--- src/rtl/pmod_adc_reader_if.sv ---
// Serial bus between the PMOD ADC reader and an AD7476A-class converter.
// The reader drives chip select and the serial clock. The ADC returns serial data.
interface pmod_adc_reader_if;
    logic cs_n;
    logic sclk;
    logic sdata;

    modport master (output cs_n, output sclk, input sdata);
    modport slave  (input cs_n, input sclk, output sdata);
endinterface

--- src/rtl/pmod_adc_reader.sv ---
// Free-running SPI reader for a 12-bit PMOD ADC. It returns both the raw offset-binary
// code and a mid-scale-centred two's complement sample for the scope/waveform path.
module pmod_adc_reader #(
    parameter int width         = 12,
    parameter int CLK_DIV       = 4,
    parameter int SAMPLE_PERIOD = 256
) (
    input  logic               clock,
    input  logic               resetn,
    input  logic               enable,
    pmod_adc_reader_if.master  adc,
    output logic [width-1:0]   sample,
    output logic [width-1:0]   sample_signed,
    output logic               sample_valid,
    output logic               frame_err,
    output logic               busy
);

    localparam int FRAME_BITS = width + 4;
    localparam int PW         = $clog2(SAMPLE_PERIOD);
    localparam int CW         = $clog2(2 * CLK_DIV);
    localparam int RW         = $clog2(FRAME_BITS + 1);

    localparam logic [PW-1:0] PERIOD_LAST = PW'(SAMPLE_PERIOD - 1);
    localparam logic [CW-1:0] DIV_LAST    = CW'(CLK_DIV - 1);
    localparam logic [CW-1:0] QUIET_LAST  = CW'(2 * CLK_DIV - 1);
    localparam logic [RW-1:0] LAST_RISE   = RW'(FRAME_BITS - 1);

    if (CLK_DIV < 3) begin : g_bad_clk_div
        $error("pmod_adc_reader: CLK_DIV must be >= 3");
    end
    if (SAMPLE_PERIOD < (2 * FRAME_BITS + 1) * CLK_DIV + 2 * CLK_DIV) begin : g_bad_period
        $error("pmod_adc_reader: SAMPLE_PERIOD too small for one frame plus quiet time");
    end

    typedef enum logic [1:0] {
        S_IDLE,
        S_FRAME,
        S_TAIL,
        S_QUIET
    } state_t;

    state_t                  state;
    logic [PW-1:0]           period_cnt;
    logic [CW-1:0]           phase_cnt;
    logic [RW-1:0]           rise_cnt;
    logic [FRAME_BITS-1:0]   shreg;
    logic [1:0]              sdata_sync;

    always_ff @(posedge clock or negedge resetn) begin
        if (!resetn) begin
            sdata_sync <= '0;
        end else begin
            sdata_sync <= {sdata_sync[0], adc.sdata};
        end
    end

    always_ff @(posedge clock or negedge resetn) begin
        if (!resetn) begin
            state        <= S_IDLE;
            period_cnt   <= '0;
            phase_cnt    <= '0;
            rise_cnt     <= '0;
            shreg        <= '0;
            adc.cs_n     <= 1'b1;
            adc.sclk     <= 1'b1;
            sample       <= '0;
            sample_valid <= 1'b0;
            frame_err    <= 1'b0;
            busy         <= 1'b0;
        end else begin
            // NOTE: pulse outputs default low with non-blocking assignments; the branches below only raise them.
            sample_valid <= 1'b0;
            frame_err    <= 1'b0;
            period_cnt   <= (period_cnt == PERIOD_LAST) ? '0 : period_cnt + 1'b1;

            case (state)
                S_IDLE: begin
                    if (period_cnt == PERIOD_LAST && enable) begin
                        state     <= S_FRAME;
                        adc.cs_n  <= 1'b0;
                        busy      <= 1'b1;
                        phase_cnt <= '0;
                        rise_cnt  <= '0;
                    end
                end

                S_FRAME: begin
                    if (phase_cnt == DIV_LAST) begin
                        phase_cnt <= '0;
                        adc.sclk  <= ~adc.sclk;
                        // The ADC updates data on the falling edge, so capture on the rising edge.
                        if (!adc.sclk) begin
                            shreg    <= {shreg[FRAME_BITS-2:0], sdata_sync[1]};
                            rise_cnt <= rise_cnt + 1'b1;
                            if (rise_cnt == LAST_RISE) begin
                                state <= S_TAIL;
                            end
                        end
                    end else begin
                        phase_cnt <= phase_cnt + 1'b1;
                    end
                end

                S_TAIL: begin
                    if (phase_cnt == DIV_LAST) begin
                        phase_cnt <= '0;
                        adc.cs_n  <= 1'b1;
                        state     <= S_QUIET;
                        if (shreg[FRAME_BITS-1 -: 4] == 4'd0) begin
                            sample       <= shreg[width-1:0];
                            sample_valid <= 1'b1;
                        end else begin
                            frame_err <= 1'b1;
                        end
                    end else begin
                        phase_cnt <= phase_cnt + 1'b1;
                    end
                end

                S_QUIET: begin
                    if (phase_cnt == QUIET_LAST) begin
                        phase_cnt <= '0;
                        busy      <= 1'b0;
                        state     <= S_IDLE;
                    end else begin
                        phase_cnt <= phase_cnt + 1'b1;
                    end
                end
            endcase
        end
    end

    // Flipping the MSB of an offset-binary code gives two's complement about mid-scale.
    assign sample_signed = {~sample[width-1], sample[width-2:0]};

endmodule

--- src/flat_wrapper.sv ---
// flat-port wrapper written by rule: the top's interface ports become plain ports
module pmod_adc_reader_flat 
#(
    parameter int width         = 12,
    parameter int CLK_DIV       = 4,
    parameter int SAMPLE_PERIOD = 256
)
  (clock, resetn, enable, sample, sample_signed, sample_valid, frame_err, busy, adc_cs_n, adc_sclk, adc_sdata);
  pmod_adc_reader_if adc_i ();
  input  logic clock;
  input  logic resetn;
  input  logic enable;
  output logic [width-1:0] sample;
  output logic [width-1:0] sample_signed;
  output logic sample_valid;
  output logic frame_err;
  output logic busy;
  output wire logic [$bits(adc_i.cs_n)-1:0] adc_cs_n;
  output wire logic [$bits(adc_i.sclk)-1:0] adc_sclk;
  input wire logic [$bits(adc_i.sdata)-1:0] adc_sdata;
  assign adc_cs_n = adc_i.cs_n;
  assign adc_sclk = adc_i.sclk;
  assign adc_i.sdata = adc_sdata;
  pmod_adc_reader #(.width(width), .CLK_DIV(CLK_DIV), .SAMPLE_PERIOD(SAMPLE_PERIOD)) u_core (.clock(clock), .resetn(resetn), .enable(enable), .adc(adc_i), .sample(sample), .sample_signed(sample_signed), .sample_valid(sample_valid), .frame_err(frame_err), .busy(busy));
endmodule
--- config.mk ---
export PLATFORM = sky130hd
export DESIGN_NAME = pmod_adc_reader_flat
export DESIGN_NICKNAME = d
export VERILOG_FILES = /design/src/rtl/pmod_adc_reader_if.sv /design/src/rtl/pmod_adc_reader.sv /design/src/flat_wrapper.sv
export SDC_FILE = /design/constraint.sdc
export NUM_CORES = 1
export LEC_CHECK = 0
export BUFFER_PORTS_ARGS = -buffer_cell sky130_fd_sc_hd__clkbuf_2
export CORE_ASPECT_RATIO = 0.5
export CORE_MARGIN = 2
export CORE_UTILIZATION = 37
export CTS_CLUSTER_SIZE = 20
export DETAILED_ROUTE_END_ITERATION = 8
export PLACE_DENSITY = 0.62
export SYNTH_ARGS = -nofsm -noshare
export SYNTH_HDL_FRONTEND = slang
export SYNTH_SLANG_ARGS = --single-unit
export TNS_END_PERCENT = 100
--- constraint.sdc ---
create_clock -name clock -period 2.85 [get_ports clock]
set_input_delay 0.285 -clock clock [delete_from_list [all_inputs] [get_ports clock]]
set_output_delay 0.285 -clock clock [all_outputs]
set_load 0.02 [all_outputs]
* Word-level counts from Yosys, hierarchy flattened *
Cells that the tools add are included.

storage, ports and cells
  flip-flop bits (word level) = 53
  output and inout port bits = 29
  logic and storage cells = 72

operators by class
  add/sub/neg operators = 3
  equality and inequality tests = 13
  multiplexer cells = 28
  bitwise logic cells = 2
  reduce and logical (&&, ||, !) cells = 14

operator list
  cell                                                                      number
  5-bit two-way mux                                                         3
  2-bit two-way mux                                                         6
  3-bit AND reduction                                                       4
  1-bit two-way mux                                                         10
  2-bit by 1-bit inequality test with 1-bit output (second input constant)  5
  5-bit case mux with 2 select lines                                        1
  3-bit two-way mux                                                         3
  3-bit case mux with 3 select lines                                        1
  8-bit by 1-bit adder with 8-bit output (second input constant)            1
  8-bit equality test (second input constant)                               1
  8-bit two-way mux                                                         1
  2-bit case mux with 4 select lines                                        1
  6-bit AND reduction                                                       1
  2-bit nonzero test                                                        3
  5-bit by 1-bit adder with 5-bit output (second input constant)            1
  5-bit by 4-bit equality test with 1-bit output (second input constant)    1
  2-bit equality test (second input constant)                               2
  4-bit zero test                                                           1
  1-bit case mux with 2 select lines                                        2
  4-bit AND reduction                                                       1
  3-bit by 1-bit adder with 3-bit output (second input constant)            1
  3-bit by 2-bit equality test with 1-bit output (second input constant)    1
  3-bit equality test (second input constant)                               1
  2-bit by 1-bit equality test with 1-bit output (second input constant)    1
  other kinds (6)                                                           7

* Longest topological paths before layout *
  depth after elaboration = 5
  depth in mapped cells = 8
  depth with buffers taken out = 7

* Least setup slack after synthesis *
No wires, ideal clock.

  kind = register to register
  start point = register u_core.phase_cnt[0]
  end point = register u_core.rise_cnt[0]
  data arrival time = 1.655 ns
  required time = 2.724 ns
  setup slack = 1.069 ns
  stages on the path, launching flop included = 8
  path buffers = 2
  period minus slack after synthesis = 1.781 ns
  path through = dfrtp_1 -> ha_1 -> ha_1 -> buf_2 -> nand3b_1 -> buf_2 -> nor2_1 -> a221o_2

between the ends
  word-level cells in the longest chain between the ends = 3

RTL lines
  what                                                               line                    source
  from (decl)                                                        pmod_adc_reader.sv:45   logic [CW-1:0] phase_cnt;
  from (signal assigned)                                             pmod_adc_reader.sv:101  phase_cnt <= phase_cnt + 1'b1;
  from (signal assigned)                                             pmod_adc_reader.sv:117  phase_cnt <= phase_cnt + 1'b1;
  from (signal assigned)                                             pmod_adc_reader.sv:127  phase_cnt <= phase_cnt + 1'b1;
  3-bit by 2-bit equality test with 1-bit output                     pmod_adc_reader.sv:89   if (phase_cnt == DIV_LAST) begin
  2-bit by 1-bit inequality test with 1-bit output (no source line)  -
  4-bit AND reduction (no source line)                               -
  to (signal assigned)                                               pmod_adc_reader.sv:95   rise_cnt <= rise_cnt + 1'b1;
  to (decl)                                                          pmod_adc_reader.sv:46   logic [RW-1:0] rise_cnt;

No other way between the ends.
A chain may end at the register's enable or synchronous reset.

* Worst setup path in the final report *
  start point = register u_core.period_cnt[0]
  end point = register u_core.state[1]

between the ends
  word-level cells in the longest chain between the ends = 4

RTL lines
  what                                                               line                    source
  from (decl)                                                        pmod_adc_reader.sv:44   logic [PW-1:0] period_cnt;
  from (signal assigned)                                             pmod_adc_reader.sv:75   period_cnt <= (period_cnt == PERIOD_LAST) ? '0 : period_cnt + 1'b1;
  8-bit equality test                                                pmod_adc_reader.sv:79   if (period_cnt == PERIOD_LAST && enable) begin
  1-bit logical AND                                                  pmod_adc_reader.sv:79
  2-bit by 1-bit inequality test with 1-bit output (no source line)  -
  6-bit AND reduction (no source line)                               -
  to (signal assigned)                                               pmod_adc_reader.sv:80   state <= S_FRAME;
  to (signal assigned)                                               pmod_adc_reader.sv:97   state <= S_TAIL;
  to (signal assigned)                                               pmod_adc_reader.sv:109  state <= S_QUIET;
  to (decl)                                                          pmod_adc_reader.sv:43   state_t state;

No other way between the ends.

==> flow_metrics.env <==
export IMPL_fillers=627
export IMPL_cts_htree_levels=2
export IMPL_finalHoldViolations=0
export IMPL_cts_hold_buf=0
export IMPL_die_area_um2=7500
export IMPL_layout_common_cells="dfrtp_1, clkbuf_2, mux2_2"
export IMPL_ys_dominant_reg_cell="dfrtp_1"
export IMPL_track_usage_pct=11.8
export IMPL_reg2reg_slack_ns=0.83
export IMPL_worstPathArrival_ns=2.20
export IMPL_outcome="complete, no violations"
export IMPL_synth_edf_count=0
export IMPL_swShare_pct=19.2
export IMPL_yosys_warnings=0
export IMPL_rows=21
export IMPL_numCtsBuffers=5
export IMPL_drtIter0Drc=58
export IMPL_syn_inst=207
export IMPL_port_buffers=32
export IMPL_dp_hpwl_mm=2.89
export IMPL_grt_pass1_wl_mm=7.00
export IMPL_endpoint_kind="register"
export IMPL_final_common_cell="dfrtp_1"
export IMPL_worstPathMaxFanout=11
export IMPL_first_global_vias=1508
export IMPL_syn_avg_cell_area_um2=12.1
export IMPL_core_area_um2=6620
export IMPL_cts_buffer_depth=2
export IMPL_combPwrFrac_pct=2.9
export IMPL_gr_total_overflow=0
export IMPL_cap_violations=0
export IMPL_synthArstFlopShare_pct=100
export IMPL_min_period_ns=2.02
export IMPL_postCtsSetupRepairBufs=0
export IMPL_wl_per_cell_um=12.7
export IMPL_slew_violations=0
export IMPL_fin_crit_sh_pct=70.9
export IMPL_p_leak_nw=1.39
export IMPL_p_clk_share_pct=48.8
export IMPL_timing_final_ws_setup_ns=0.830
export IMPL_cts_repair_resized=0
export IMPL_pwr_share_seq_pct=48.4
export IMPL_first_pass_iters=4
export IMPL_io_pins=33
export IMPL_final_nets=247
export IMPL_synth_cell_type_count=35
export IMPL_drc_errors=0
export IMPL_required_ns=3.03
export IMPL_ys_seq_area_share_pct=52.9
export IMPL_syn_area_um2=2510
export IMPL_crit_type="register to register"
export IMPL_holdCritPathClass="input port to register"
export IMPL_rsz0062_at_grt="no"
export IMPL_r2r_cells=5
export IMPL_n_antenna_cell=0
export IMPL_clkLatencyLatePin_ns=0.29
export IMPL_initial_core_util_pct=37.9
export IMPL_tritoncts="done"
export IMPL_via_per_inst=4.69
export IMPL_cp_startpoint="u_core.period_cnt[0]"
export IMPL_die_w_um=121
export IMPL_die_y_um=62.3
export IMPL_powerDensity_nw_per_um2=556
export IMPL_routed_wl_mm=4.10
export IMPL_crit_end="u_core.state[1]"
export IMPL_clkTransAtPathRegs_ns=0.07
export IMPL_fin_tns_setup_ns=0
export IMPL_drtAntennaViolNets=0
export IMPL_ys_ff_latch=53
export IMPL_slew_headroom_pct=32.1
export IMPL_drive_above_1_share_pct=34.9
export IMPL_rr_endpoint="u_core.state[1]"
export IMPL_setup_viol_count_final=0
export IMPL_antenna_found_initial=0
export IMPL_vias=1521
export IMPL_gp_congestion=0.716
export IMPL_start_kind="register"
export IMPL_grt_max_degree=42
export IMPL_skew_ns=0.00343
export IMPL_max_vdd_ir_drop_mv=0.210
export IMPL_p_sw_w=0.000305
export IMPL_clkSinkCount=53
export IMPL_p_int_w=0.00128
export IMPL_syn_nets=223
export IMPL_fmax_mhz=495
export IMPL_reg2reg_from="u_core.period_cnt[0]"
export IMPL_root_buffer="clkbuf_16"
export IMPL_pre_cts_ws_ns=0.798
export IMPL_tightest_slew_ns=1.02
export IMPL_min_from="adc_sdata"
export IMPL_syn_to_final_growth_pct=13.8
[critical path, stage by stage (launching register included)]
cell	delay [ns]
dfrtp_1	0.44
ha_1	0.33
nand4_2	0.15
o21ai_2	0.41
o2111ai_1	0.26
mux2_2	0.32
[worst min path at each step]
stage	endpoint	slack (ns)	cells after the start
floorplan	u_core.busy	-0.01	0
global placement	u_core.sdata_sync[1]	0.34	0
detailed placement	u_core.sdata_sync[1]	0.34	0
CTS	u_core.sdata_sync[0]	0.09	1
global route	u_core.sdata_sync[0]	0.09	1
finish	u_core.sdata_sync[0]	0.1	1
[metal layers]
| layer | up-vias | wire length, um | share of wire, % | track usage [%] |
|---|---|---|---|---|
| met1 | 735 | 1930 | 47 | 14.2 |
| met5 | - | 0 | 0 | 0 |
| li1 | 749 | - | - | - |
| met4 | 0 | 87 | 2.1 | 6.10 |
| met2 | 27 | 1950 | 48 | 19.8 |
| met3 | 10 | 130 | 3.2 | 2.57 |
[power groups by stage]
stage | registers [W] | clock network, W | logic [W]
after global placement | 0.000782 | 0 | 0.0000467
after global routing | 0.000770 | 0.000831 | 0.0000514
after floorplan | 0.000787 | 0 | 0.0000195
final | 0.000768 | 0.000774 | 0.0000457
after detailed placement | 0.000783 | 0 | 0.0000476
after CTS | 0.000768 | 0.000792 | 0.0000478
[flip-flops by register name, summed over array words and instances (netlist names)]
| name | cells |
|---|---|
| u_core.busy | 1 |
| u_core.sample | 12 |
| u_core.adc.cs_n | 1 |
| u_core.shreg | 16 |
| u_core.sdata_sync | 2 |
| u_core.state | 2 |
| u_core.frame_err | 1 |
| u_core.adc.sclk | 1 |
| u_core.phase_cnt | 3 |
| u_core.period_cnt | 8 |
| u_core.rise_cnt | 5 |
| u_core.sample_valid | 1 |
[final cells by class]
| cell class | instances | area (um2) | area share [%] |
|---|---|---|---|
| Tap cell | 92 | 115 | 4.03 |
| Timing Repair Buffer | 35 | 183 | 6.39 |
| Clock buffer | 5 | 125 | 4.38 |
| Multi-Input combinational cell | 126 | 1000 | 35.0 |
| Sequential cell | 53 | 1330 | 46.5 |
| Inverter | 10 | 37.5 | 1.31 |
| Clock inverter | 3 | 68.8 | 2.41 |
[kinds of logic after synthesis]
group	count (synthesis)	synth area share (%)
AO/OA/AOI/OAI	22	6.08
adder cells (fa/ha/maj)	12	5.98
AND/OR/NAND/NOR	53	11.0
flip-flops	53	52.9
buffers and inverters	28	7.27
multiplexers	34	15.0
XOR/XNOR	5	1.74
[per-stage QoR]
step | utilization [%] | cell area (um2) | power (W) | hold slack, ns | std cells
after floorplan | - | 2510 | 0.000807 | -0.0106 | 207
after global placement | 40.2 | 2660 | 0.000829 | 0.335 | 316
after detailed placement | 40.2 | 2660 | 0.000830 | 0.337 | 316
after CTS | 43.2 | 2860 | 0.00161 | 0.0927 | 324
after global routing | 43.2 | 2860 | 0.00165 | 0.0890 | 324
final | 43.2 | 2860 | 0.00159 | 0.0955 | 324
[synthesized netlist by cell type (2+ instances only)]
library cell  count  area (um2)
mux2i_1           4        40.0
nor2b_1           3        18.8
o21ai_0           6        30.0
xnor2_1           2        17.5
a221o_1           2        20.0
dfstp_2           2        52.6
and3_1            5        31.3
mux2_2           30         338
buf_6             2        22.5
xor2_1            3        26.3
nand3b_1          2        15.0
buf_2             4        20.0
nand2b_1          4        25.0
ha_1             12         150
nand3_1           7        35.0
dfrtp_1          51        1280
nor2_1           11        41.3
nand4_2           2        25.0
buf_4            11        82.6
inv_1            10        37.5
nor3b_1           2        15.0
nand2_1          15        56.3
a21oi_1           5        25.0
(Power assumes the default switching activity.)
